===== src/rtl/dispatch_mport.sv =====
// Steers whole 134-bit packets from execute to one of PORT_NUM output streams, discarding bad heads.
// Optional statistics counters are built only when DISPATCH_CNT_EN is defined.
module dispatch_mport #(
    parameter int unsigned PORT_NUM = 4,
    parameter int unsigned DIR_W    = 2,
    parameter int unsigned DATA_W   = 134
) (
    input  logic                     clk,
    input  logic                     rst_n,
    input  logic                     exe2disp_data_wr,
    input  logic [DATA_W-1:0]        exe2disp_data,
    input  logic                     exe2disp_valid_wr,
    input  logic                     exe2disp_valid,
    output logic                     disp2exe_alf,
    input  logic                     exe2disp_direction_req,
    input  logic [DIR_W-1:0]         exe2disp_direction,
    output logic [PORT_NUM-1:0]      disp2port_data_wr,
    output logic [DATA_W-1:0]        disp2port_data,
    output logic [PORT_NUM-1:0]      disp2port_valid_wr,
    output logic [PORT_NUM-1:0]      disp2port_valid,
    input  logic [PORT_NUM-1:0]      port2disp_alf,
    output logic [32*PORT_NUM-1:0]   disp_pkt_cnt,
    output logic [31:0]              disp_drop_cnt
);

    localparam int unsigned CNT_W = 32;

    typedef enum logic [1:0] {
        IDLE_S  = 2'd0,
        TRANS_S = 2'd1,
        DROP_S  = 2'd2
    } state_t;

    state_t                state, nxt_state;
    logic [DIR_W-1:0]      sel, nxt_sel;
    logic [DATA_W-1:0]     nxt_data;
    logic [PORT_NUM-1:0]   nxt_data_wr, nxt_valid_wr, nxt_valid;
    logic [PORT_NUM-1:0]   dir_oh, sel_oh;
    logic [1:0]            pkt_site;
    logic                  dir_ok, head_ok, drop_inc;

    assign dir_ok   = 32'(exe2disp_direction) < PORT_NUM;
    assign dir_oh   = dir_ok ? (PORT_NUM'(1) << exe2disp_direction) : '0;
    assign sel_oh   = PORT_NUM'(1) << sel;
    assign pkt_site = exe2disp_data[DATA_W-1 -: 2];
    assign head_ok  = (pkt_site == 2'b01) && dir_ok;

    // Out-of-range directions go to the drop path, which never stalls execute.
    always_comb begin
        disp2exe_alf = 1'b1;
        if (exe2disp_direction_req) begin
            disp2exe_alf = dir_ok ? |(port2disp_alf & dir_oh) : 1'b0;
        end
    end

    // Next-state and next-output computation; strobes default low every cycle.
    always_comb begin
        nxt_state    = state;
        nxt_sel      = sel;
        nxt_data     = disp2port_data;
        nxt_data_wr  = '0;
        nxt_valid_wr = '0;
        nxt_valid    = disp2port_valid;
        drop_inc     = 1'b0;
        case (state)
            IDLE_S: begin
                if (exe2disp_data_wr) begin
                    nxt_sel = exe2disp_direction;
                    if (head_ok) begin
                        nxt_data    = exe2disp_data;
                        nxt_data_wr = dir_oh;
                        if (exe2disp_valid_wr) begin
                            nxt_valid_wr = dir_oh;
                            nxt_valid    = (disp2port_valid & ~dir_oh) |
                                           (dir_oh & {PORT_NUM{exe2disp_valid}});
                        end else begin
                            nxt_state = TRANS_S;
                        end
                    end else if (exe2disp_valid_wr) begin
                        drop_inc = 1'b1;
                    end else begin
                        nxt_state = DROP_S;
                    end
                end
            end
            TRANS_S: begin
                nxt_data    = exe2disp_data;
                nxt_data_wr = exe2disp_data_wr ? sel_oh : '0;
                if (exe2disp_valid_wr) begin
                    nxt_valid_wr = sel_oh;
                    nxt_valid    = (disp2port_valid & ~sel_oh) |
                                   (sel_oh & {PORT_NUM{exe2disp_valid}});
                    nxt_state    = IDLE_S;
                end
            end
            DROP_S: begin
                if (exe2disp_valid_wr) begin
                    drop_inc  = 1'b1;
                    nxt_state = IDLE_S;
                end
            end
            default: nxt_state = IDLE_S;
        endcase
    end

    always_ff @(posedge clk or negedge rst_n) begin
        if (!rst_n) begin
            state              <= IDLE_S;
            sel                <= '0;
            disp2port_data     <= '0;
            disp2port_data_wr  <= '0;
            disp2port_valid_wr <= '0;
            disp2port_valid    <= '0;
        end else begin
            state              <= nxt_state;
            sel                <= nxt_sel;
            disp2port_data     <= nxt_data;
            disp2port_data_wr  <= nxt_data_wr;
            disp2port_valid_wr <= nxt_valid_wr;
            disp2port_valid    <= nxt_valid;
        end
    end

`ifdef DISPATCH_CNT_EN
    logic [CNT_W-1:0] pkt_cnt [PORT_NUM];
    logic [CNT_W-1:0] drop_cnt;

    // Counters advance on the same edge that registers the output valid_wr.
    always_ff @(posedge clk or negedge rst_n) begin
        if (!rst_n) begin
            for (int i = 0; i < int'(PORT_NUM); i++) begin
                pkt_cnt[i] <= '0;
            end
            drop_cnt <= '0;
        end else begin
            for (int i = 0; i < int'(PORT_NUM); i++) begin
                if (nxt_valid_wr[i]) begin
                    pkt_cnt[i] <= pkt_cnt[i] + CNT_W'(1);
                end
            end
            if (drop_inc) begin
                drop_cnt <= drop_cnt + CNT_W'(1);
            end
        end
    end

    for (genvar g = 0; g < int'(PORT_NUM); g++) begin : g_cnt
        assign disp_pkt_cnt[CNT_W*g +: CNT_W] = pkt_cnt[g];
    end
    assign disp_drop_cnt = drop_cnt;
`else
    logic unused_drop_inc;
    assign unused_drop_inc = drop_inc;
    assign disp_pkt_cnt    = '0;
    assign disp_drop_cnt   = '0;
`endif

endmodule


===== config.mk =====
export PLATFORM = sky130hd
export DESIGN_NAME = dispatch_mport
export DESIGN_NICKNAME = d
export VERILOG_FILES = /design/src/rtl/dispatch_mport.sv
export SDC_FILE = /design/constraint.sdc
export NUM_CORES = 1
export LEC_CHECK = 0
export ABC_AREA = 1
export CAP_MARGIN = 40
export CORE_AREA = 4 4 175 177
export CTS_BUF_LIST = sky130_fd_sc_hd__clkbuf_4 sky130_fd_sc_hd__clkbuf_8
export DETAILED_ROUTE_END_ITERATION = 6
export DIE_AREA = 0 0 179 181
export SETUP_SLACK_MARGIN = 0.05
export SLEW_MARGIN = 20
export SYNTH_ARGS = -nofsm -noshare
export SYNTH_HDL_FRONTEND = slang
export SYNTH_SLANG_ARGS = --single-unit

===== constraint.sdc =====
create_clock -name clk -period 1.6 [get_ports clk]
set_input_delay 0.32 -clock clk [delete_from_list [all_inputs] [get_ports clk]]
set_output_delay 0.32 -clock clk [all_outputs]
set_load 0.005 [all_outputs]

==> qor.yml, run 1 <==
synth-edff-count: 0
route.detailed.wl_per_inst_um: 15.0
clockBufferDepth: 2
track_usage_pct: 14.3
yosys.area_share.simple_pct: 27.1
viasPerCell: 4.05
ys_warn_count: 0
crit_family: "buffers and inverters"
grt_max_degree: 54
drt-pass1-iter-count: 4
nets: 1373
port_buffers: 292
critPathMostFrequentCell: "nand2_4"
place_inst: 1566
fin_skew_ns: 0.0113
pin_count: 453
numClockSinks: 150
timing.rr.start: "state[1]"
seq_area_um2: 3750
syn-instance-count: 867
synth_adder_area_share_pct: 0.337
cts_made_buffers: 17
crit_start: "state[1]"
fp.dieW_um: 179
die_h_um: 181
post_synth.cell_area_avg_um2: 8.56
synth_top_family_by_area: "simple AND/OR/NAND/NOR gates"
grt_pass1_wl_um: 36500
grt_antenna_before_repair: 1
seq_area_frac_synth_pct: 50.6
post-route-cell-area_um2: 11500
routabilityCongestion: 0.854
slowest_stage: "dfrtp_1"
power_mw: 17.3
yosysUniqueCellTypes: 23
fin_crit_ns: 1.59
synth-seq-cells: 150
grt_pass1_vias: 6594
setup_violations: 0
drc: 0
core_area_um2: 29200
clk_latency_ns: 0.46
rsz0062_at_grt: "true"
cp-start-kind: "flop"
drv_cap: 0
hold_path_class: "in -> async"
worstSetupPathType: "reg -> reg"
start_util_pct: 25.4
fin_setup_tns_ns: 0
placed_area_um2: 10600
ys_async_sr_fraction_pct: 100
cpPeakStageDelay_ns: 0.38
path_buf_inv: 5
crit_fanout: 7
drive_gt1_share_pct: 13.9
drt_wl_total_um: 24400
power_leakage_nw: 6.10
fin_crit_sh_pct: 99.2
clk_pin_slew_ns: 0.09
pwr_density_cell_nw_per_um2: 1510
synth_compound_area_share_pct: 1.13
ir_worst_vdd_mv: 0.630
fill_cells: 3028
ys.flop_type: "dfrtp_1"
ant_nets: 0
final_cells: 1629
htree_levels: 4
outcome: "finished, final reports clean"
dieArea_um2: 32400
endpoint_kind: "flop"
areaGrowthSynthToFinish_pct: 54.5
required_ns: 1.95
fmax_ghz: 0.630
vias: 6593
cts_tree: "done"
core.rowCount: 63
hold_violations: 0
drv_slew: 0
cp.arrival_ns: 1.94
cts_root_buffer: "clkbuf_8"
syn_area_um2: 7420
worstPathCellList: "inv_2, ha_4, nand2_4, inv_4, nand2_4, nand2_8, buf_6, buf_16, buf_12, nand2_2, nand2_1"
multi_input_area_um2: 2880
dp_hpwl_um: 16900
overflow: 0
drt-initial-drc-count: 239
synth_xor_area_share_pct: 0
synthMuxAreaShare_pct: 0
-- power breakdown --
group          switching [mW]  internal, mW  leakage (nW)
Clock                    1.61          1.60         0.212
Combinational            3.52          4.14          4.03
Sequential              0.931          5.54          1.86
-- worst paths after layout --
path	to	slack, ns	depth (start not counted)
max in group asynchronous	disp2port_data[120]	0.71	3
min	disp2port_data[24]	0.33	2
min in group clk	sel[1]	0.39	4
max reg2reg	disp2port_data[97]	0.01	11
min reg2reg	flop	0.48	2
max	disp2port_data[97]	0.01	11
-- placed cells by master (no fill, tap or decap), types with 2 or more instances in the layout --
cell / count
inv_1: 12
nor2_1: 5
buf_12: 14
inv_6: 3
nand3_2: 4
conb_1: 160
inv_2: 3
ha_4: 2
clkbuf_8: 17
clkbuf_16: 2
dfrtp_1: 150
dlygate4sd2_1: 144
o21ai_0: 9
a21oi_2: 2
nand4_1: 8
clkinvlp_4: 2
buf_4: 63
buf_6: 8
clkdlybuf4s50_1: 142
nand2_1: 280
clkinv_4: 5
nand2_4: 5
clkdlybuf4s15_1: 4
nand3_1: 148
buf_16: 7
nand2_2: 19
clkbuf_4: 2
nor2_2: 2
bufinv_16: 3
-- final cells by class --
cell class	instances	area share, %
Timing Repair Buffer	387	33.6
Sequential cell	150	32.7
Multi-Input combinational cell	652	25.1
Tap cell	390	4.25
Clock buffer	19	2.17
Clock inverter	13	1.51
Inverter	17	0.611
Antenna cell	1	0.0218
-- layer usage --
| layer | up-vias | wire length [um] | GRT usage [%] |
|---|---|---|---|
| met5 | - | 0 | 0 |
| met4 | 0 | 235 | 3.68 |
| met3 | 16 | 2750 | 6.03 |
| met2 | 293 | 11600 | 23.6 |
| met1 | 3116 | 9790 | 17.2 |
| li1 | 3168 | - | - |
-- stage by stage --
stage	setup slack [ns]	utilization (%)	hold WS (ns)
floorplan	0.106	-	0.0244
detailed placement	-0.474	36.3	0.247
global placement	-0.460	36.3	0.245
finish	0.0121	39.2	0.330
global route	-0.0387	39.2	0.298
CTS	-0.0289	38.5	0.292
-- sequential cells by signal, indices dropped and copies added, names as in the netlist, named ones only --
name	cells
disp2port_data	134
disp2port_data_wr	4
disp2port_valid_wr	4
sel	2
state	2
-- timing repair --
item	in CTS	in global routing
hold endpoints to repair	20	0
hold buffers	1	0
resized for setup	171	54
pin swaps	5	9
buffers inserted	20	3
gates cloned	6	2
endpoints found under the setup margin	287	144
-- synthesized netlist by cell type, types with 2 or more instances --
master | count | area share [%]
nand2_1 | 302 | 15
ha_1 | 2 | 0.34
o21ai_0 | 11 | 0.74
dfrtp_1 | 150 | 51
buf_4 | 166 | 17
buf_2 | 15 | 1.0
buf_1 | 7 | 0.35
clkbuf_1 | 11 | 0.56
nand4_1 | 8 | 0.67
a21oi_1 | 3 | 0.20
nand3_1 | 152 | 10
buf_6 | 7 | 1.1
nand2_4 | 2 | 0.30
nor2_1 | 7 | 0.35
inv_1 | 16 | 0.81
-- logic make-up (layout without fill, tap and decap cells) --
logic type	count (synthesis)	in the layout
other	1	161
buffers and inverters	224	436
and+or+nand+nor	474	474
DFF	150	150
adders and majority gates	2	2
AOI/OAI and AO/OA	16	16
-- worst reg2reg max path, cell delays in order (launching register included) --
cell and delay, ns:
dfrtp_1 0.38, inv_2 0.07, ha_4 0.18, nand2_4 0.08, inv_4 0.04, nand2_4 0.10
nand2_8 0.10, buf_6 0.16, buf_16 0.14, buf_12 0.14, nand2_2 0.05, nand2_1 0.04
(Power assumes the default switching activity.)
==> run 2: changes to the inputs <==
- PLACE_DENSITY_LB_ADDON: default -> 0.3
==> qor.yml, run 2 (synthesis results as in run 1) <==
port_buffers: 292  # unchanged
viasPerCell: 4.09  # +1.0%
overflow: 0  # unchanged
pin_count: 453  # unchanged
route.detailed.wl_per_inst_um: 15.6  # +4.2%
die_h_um: 181  # unchanged
place_inst: 1550  # -1.0%
cp-start-kind: "flop"
dp_hpwl_um: 16900  # -0.25%
endpoint_kind: "flop"
drv_slew: 0  # unchanged
drive_gt1_share_pct: 13.3  # -0.54 points
p_sw_share_pct: 35.6  # +0.60 points
setup_violations: 0  # unchanged
cp.arrival_ns: 1.94  # about the same
drt_wl_total_um: 25200  # +3.1%
hold_violations: 0  # unchanged
met2_usage_pct: 23.9  # +0.30 points
outcome: "finished, final reports clean"
largest_reg_flops: 134  # unchanged
worstPathCellList: "inv_2, ha_4, nand2_4, inv_4, nand2_8, nand2_8, buf_12, buf_12, buf_12, nand2_2, nand2_1"
cpPeakStageDelay_ns: 0.40  # +0.02 ns
fin_crit_ns: 1.56  # -0.0277 ns
grt_pass1_vias: 6370  # -3.4%
core_area_um2: 29200  # unchanged
grt_pass1_wl_um: 36900  # +1.2%
antenna_cells: 0  # -1
mostFrequentLayoutCell: "nand2_1"
clk_latency_ns: 0.45  # about the same
critPathMostFrequentCell: "buf_12"
vias: 6588  # -0.076%
largest_register: "disp2port_data"
power.switching_mw: 6.07  # +0.18%
fin_skew_ns: 0.0156  # +0.00438 ns
start_util_pct: 25.4  # unchanged
power_leakage_nw: 6.00  # -1.6%
slowest_stage: "dfrtp_1"
whs_ns: 0.297  # -0.0337 ns
htree_levels: 4  # unchanged
ir_worst_vdd_mv: 0.588  # -6.7%
track_usage_pct: 14.8  # +0.44 points
grtUsageMet1_pct: 17.9  # +0.68 points
drt-initial-drc-count: 275  # +15%
pwr_density_cell_nw_per_um2: 1510  # about the same
crit_fanout: 8  # +1
fill_cells: 3027  # -0.033%
clockBufferDepth: 2  # unchanged
pwr-share-comb_pct: 44.5  # +0.3 points
fmax_ghz: 0.641  # +1.8%
internal_power_mw: 11.0  # -2.4%
clk_pin_slew_ns: 0.09  # about the same
drc: 0  # unchanged
hold_path_class: "in -> reg"
drv_cap: 0  # unchanged
grt_antenna_before_repair: 0  # -1
rsz0062_at_grt: "true"
drt-pass1-iter-count: 5  # +1
busiest_layer: "met2"
nets: 1357  # -1.2%
cts_made_buffers: 17  # unchanged
layout_common_cells: "271 x nand2_1, 160 x conb_1, 150 x dfrtp_1, 147 x nand3_1"
regToRegSetupSlack_ns: 0.04  # +0.03 ns
required_ns: 1.98  # +0.03 ns
dieArea_um2: 32400  # unchanged
final_cells: 1611  # -1.1%
cts_tree: "done"
routabilityCongestion: 0.828  # -3.1%
globalRouteMet3Util_pct: 6.01  # -0.021 points
reg_top3: "disp2port_data: 134 flops, disp2port_data_wr: 4 flops, disp2port_valid_wr: 4 flops"
seqPwrFrac_pct: 37.8  # +0.5 points
core.rowCount: 63  # unchanged
cts_root_buffer: "clkbuf_8"
grt_max_degree: 47  # -13%
clkPwrFrac_pct: 17.7  # -0.8 points
fp.dieW_um: 179  # unchanged
worstSetupPathType: "reg -> reg"
ant_nets: 0  # unchanged
numClockSinks: 150  # unchanged
areaGrowthSynthToFinish_pct: 52.3
fin_crit_sh_pct: 97.5  # -1.7 points
-- run 2: changes by cell type in the layout (fill, tap and decap cells not counted), moves of 3 or more --
cell,delta
clkbuf_2,+3
nand2_1,-9
nand2_4,+3
buf_8,+4
buf_4,-17
nand2_2,+4
-- run 2: cell type report --
| type | count | area [um2] | area share [%] |
|---|---|---|---|
| Sequential cell | 150 | 3750 | 33.2 |
| Timing Repair Buffer | 371 | 3670 | 32.5 |
| Multi-Input combinational cell | 652 | 2930 | 25.9 |
| Tap cell | 390 | 488 | 4.32 |
| Clock buffer | 20 | 263 | 2.32 |
| Clock inverter | 11 | 128 | 1.13 |
| Inverter | 17 | 72.6 | 0.642 |
-- run 2: path summary, 6_finish.rpt --
path                                       start                   end  depth (start not counted)
hold / removal             exe2disp_direction[1]  disp2port_data_wr[3]                          4
max in group asynchronous                  rst_n   disp2port_data[120]                          3
setup / recovery                        state[1]    disp2port_data[68]                         11
hold reg to reg                             flop                  flop                          2
min in group asynchronous                  rst_n    disp2port_data[73]                          2
setup reg to reg                        state[1]    disp2port_data[68]                         11
-- run 2: worst max-delay path, delay by kind of cell (launching register included) --
family | cells | cell delay [ns]
AND/OR/NAND/NOR | 5 | 0.33
adder cells (fa/ha/maj) | 1 | 0.17
buffers and inverters | 5 | 0.57
flip-flops | 1 | 0.40
-- run 2: power by group through the flow --
stage | clock, mW | combinational (mW) | sequential [mW]
after floorplan | 0 | 3.02 | 6.64
after global placement | 0 | 7.82 | 6.53
after detailed placement | 0 | 7.88 | 6.56
after CTS | 3.18 | 7.55 | 6.45
after global routing | 3.34 | 8.47 | 6.69
final | 3.03 | 7.60 | 6.45
-- run 2: repair_timing --
action                                  4_1_cts  5_1_grt
endpoints found under the setup margin      286      124
resized for setup                           202       42
setup buffers                                20        4
endpoints found under the hold margin        30        0
gates cloned                                  5        2
pin swaps                                     6       14
hold buffers                                  1        0
-- run 2: through the flow --
| stage | instance area, um2 | TNS [ns] | util [%] | total power [mW] | setup WS [ns] |
|---|---|---|---|---|---|
| 3_3_place_gp | 10400 | -21.71 | 35.7 | 14.3 | -0.464 |
| 5_1_grt | 11300 | -0.237 | 38.7 | 18.5 | -0.0346 |
| 3_5_place_dp | 10400 | -23.89 | 35.7 | 14.4 | -0.456 |
| 6_report | 11300 | 0 | 38.7 | 17.1 | 0.0398 |
| 2_1_floorplan | 8020 | 0 | - | 9.66 | 0.106 |
| 4_1_cts | 11200 | -0.00880 | 38.2 | 17.2 | -0.00880 |
-- run 2: routing by layer --
metal | vias up | share of wire, %
met1 | 3123 | 39
met3 | 19 | 12
li1 | 3120 | -
met5 | - | 0
met4 | 0 | 1.6
met2 | 326 | 48
==> run 3: changes to the inputs <==
- SETUP_SLACK_MARGIN: 0.05 -> default
==> qor.yml, run 3 (synthesis results as in run 1) <==
drt_wl_total_um: 24900  # -1.3%
mostFrequentLayoutCell: "nand2_1"
port_buffers: 292  # unchanged
fin_setup_tns_ns: 0  # unchanged
seqPwrFrac_pct: 37.7  # about the same
cpPeakStageDelay_ns: 0.40  # about the same
vias: 6587  # -0.015%
slowest_stage: "dfrtp_1"
cts_tree: "done"
largest_reg_flops: 134  # unchanged
hold_path_class: "in -> reg"
worstPathCellList: "inv_2, buf_6, ha_4, nand2_8, nand2_8, buf_12, clkbuf_16, nand2_1, nand2_1"
cp-start-kind: "flop"
pwr_density_cell_nw_per_um2: 1510  # about the same
dp_hpwl_um: 16900  # unchanged
internal_power_mw: 11.1  # +0.81%
power.switching_mw: 6.04  # -0.62%
track_usage_pct: 14.1  # -0.68 points
hold_end: "disp2port_data_wr[3]"
htree_levels: 4  # unchanged
pwr-share-comb_pct: 44.8  # +0.3 points
ant_nets: 0  # unchanged
numClockSinks: 150  # unchanged
start_util_pct: 25.4  # unchanged
clkPwrFrac_pct: 17.6  # about the same
core.rowCount: 63  # unchanged
hold_violations: 0  # unchanged
core_area_um2: 29200  # unchanged
antenna_cells: 0  # unchanged
grt_max_degree: 76  # +62%
nets: 1360  # +0.22%
routabilityCongestion: 0.828  # unchanged
drt-pass1-iter-count: 5  # unchanged
viasPerCell: 4.08  # -0.20%
setup_violations: 0  # unchanged
required_ns: 1.98  # about the same
clockBufferDepth: 2  # unchanged
grt_pass1_wl_um: 35600  # -3.6%
overflow: 0  # unchanged
clk_latency_ns: 0.45  # about the same
rsz0062_at_grt: "true"
pin_count: 453  # unchanged
crit_family: "buffers and inverters"
fin_crit_sh_pct: 97.3  # -0.25 points
areaGrowthSynthToFinish_pct: 52.8
endpoint_kind: "flop"
drive_gt1_share_pct: 12.8  # -0.52 points
die_h_um: 181  # unchanged
p_sw_share_pct: 35.2  # -0.33 points
reg2reg_to: "disp2port_data[18]"
clk_pin_slew_ns: 0.09  # about the same
pre_cts_slack_ns: -0.456  # unchanged
fmax_ghz: 0.643  # +0.25%
cts_made_buffers: 17  # unchanged
grt_antenna_before_repair: 0  # unchanged
cp.arrival_ns: 1.94  # about the same
fin_skew_ns: 0.0183  # +0.00262 ns
ir_worst_vdd_mv: 0.583  # -0.78%
hold_depth: 4  # unchanged
outcome: "finished, final reports clean"
drv_slew: 0  # unchanged
fp.dieW_um: 179  # unchanged
layout_common_cells: "276 x nand2_1, 160 x conb_1, 150 x dfrtp_1, 149 x nand3_1, 145 x dlygate4sd2_1"
worstSetupPathType: "reg -> reg"
drt-initial-drc-count: 306  # +11%
reg_top3: "disp2port_data: 134 flops, disp2port_data_wr: 4 flops, disp2port_valid_wr: 4 flops"
route.detailed.wl_per_inst_um: 15.4  # -1.4%
largest_register: "disp2port_data"
timing.rr.start: "state[1]"
rr_worst_depth: 9  # -2
path_buf_inv: 4  # -1
dieArea_um2: 32400  # unchanged
crit_fanout: 8  # unchanged
grt_pass1_vias: 6274  # -1.5%
power_leakage_nw: 6.01  # +0.16%
cts_root_buffer: "clkbuf_8"
fin_crit_ns: 1.56  # -0.00392 ns
drv_cap: 0  # unchanged
regToRegSetupSlack_ns: 0.04  # about the same
post-route-worst-setup-slack_ns: 0.0437  # +0.00392 ns
hold_start: "exe2disp_direction[1]"
drc: 0  # unchanged
[run 3: power by group through the flow]
stage,Sequential [mW],Combinational [mW],Clock [mW]
after floorplan,6.64,3.02,0
after global placement,6.53,7.82,0
after detailed placement,6.56,7.88,0
after CTS,6.45,7.17,3.18
after global routing,6.69,8.54,3.35
final,6.45,7.67,3.01
[run 3: how the worst max path moves through the flow]
| stage | start | to | depth (start not counted) |
|---|---|---|---|
| after global placement | exe2disp_direction[1] | disp2exe_alf | 8 |
| after global routing | state[1] | disp2port_data[74] | 10 |
| final | state[1] | disp2port_data[18] | 9 |
| after detailed placement | exe2disp_direction[0] | disp2exe_alf | 8 |
| after floorplan | state[0] | disp2port_data[22] | 9 |
| after CTS | exe2disp_direction[0] | disp2exe_alf | 8 |
[run 3: stage by stage]
step | hold WS (ns) | cells | area, um2 | util (%) | power [mW]
4_1_cts | 0.324 | 1600 | 10900 | 37.3 | 16.8
3_5_place_dp | 0.288 | 1550 | 10400 | 35.7 | 14.4
5_1_grt | 0.279 | 1614 | 11300 | 38.8 | 18.6
6_report | 0.300 | 1614 | 11300 | 38.8 | 17.1
2_1_floorplan | 0.0244 | 1026 | 8020 | - | 9.66
3_3_place_gp | 0.287 | 1550 | 10400 | 35.7 | 14.3
[run 3: repair_timing]
action / in CTS / in global routing
setup buffers: 16 / 5
setup endpoints to repair: 286 / 132
resized for setup: 162 / 57
gates cloned: 2 / 9
pin swaps: 3 / 14
hold buffers: 1 / 0
hold endpoints to repair: 30 / 0
[run 3: area by class of cell]
cell class / instances / area, um2
multi-input cells: 652 / 2880
clock buffers: 20 / 263
well taps: 390 / 488
fillers: 2997 / 17900
inverters: 17 / 70.1
clock inverters: 11 / 128
repair buffers: 374 / 3760
flip-flops and latches: 150 / 3750
[run 3: routing by layer]
layer / track usage [%] / vias up / routed length (um)
met5: 0 / - / 0
met4: 4.61 / 0 / 426
met3: 6.28 / 15 / 3150
met2: 22.6 / 335 / 11700
met1: 16.9 / 3107 / 9540
li1: - / 3130 / -
[run 3: worst reg2reg max path, delay by kind of cell, from the launching register on]
family	cells	cell delay [ns]
buffers and inverters	4	0.56
flip-flops	1	0.40
AND/OR/NAND/NOR	4	0.35
adder cells (fa/ha/maj)	1	0.17
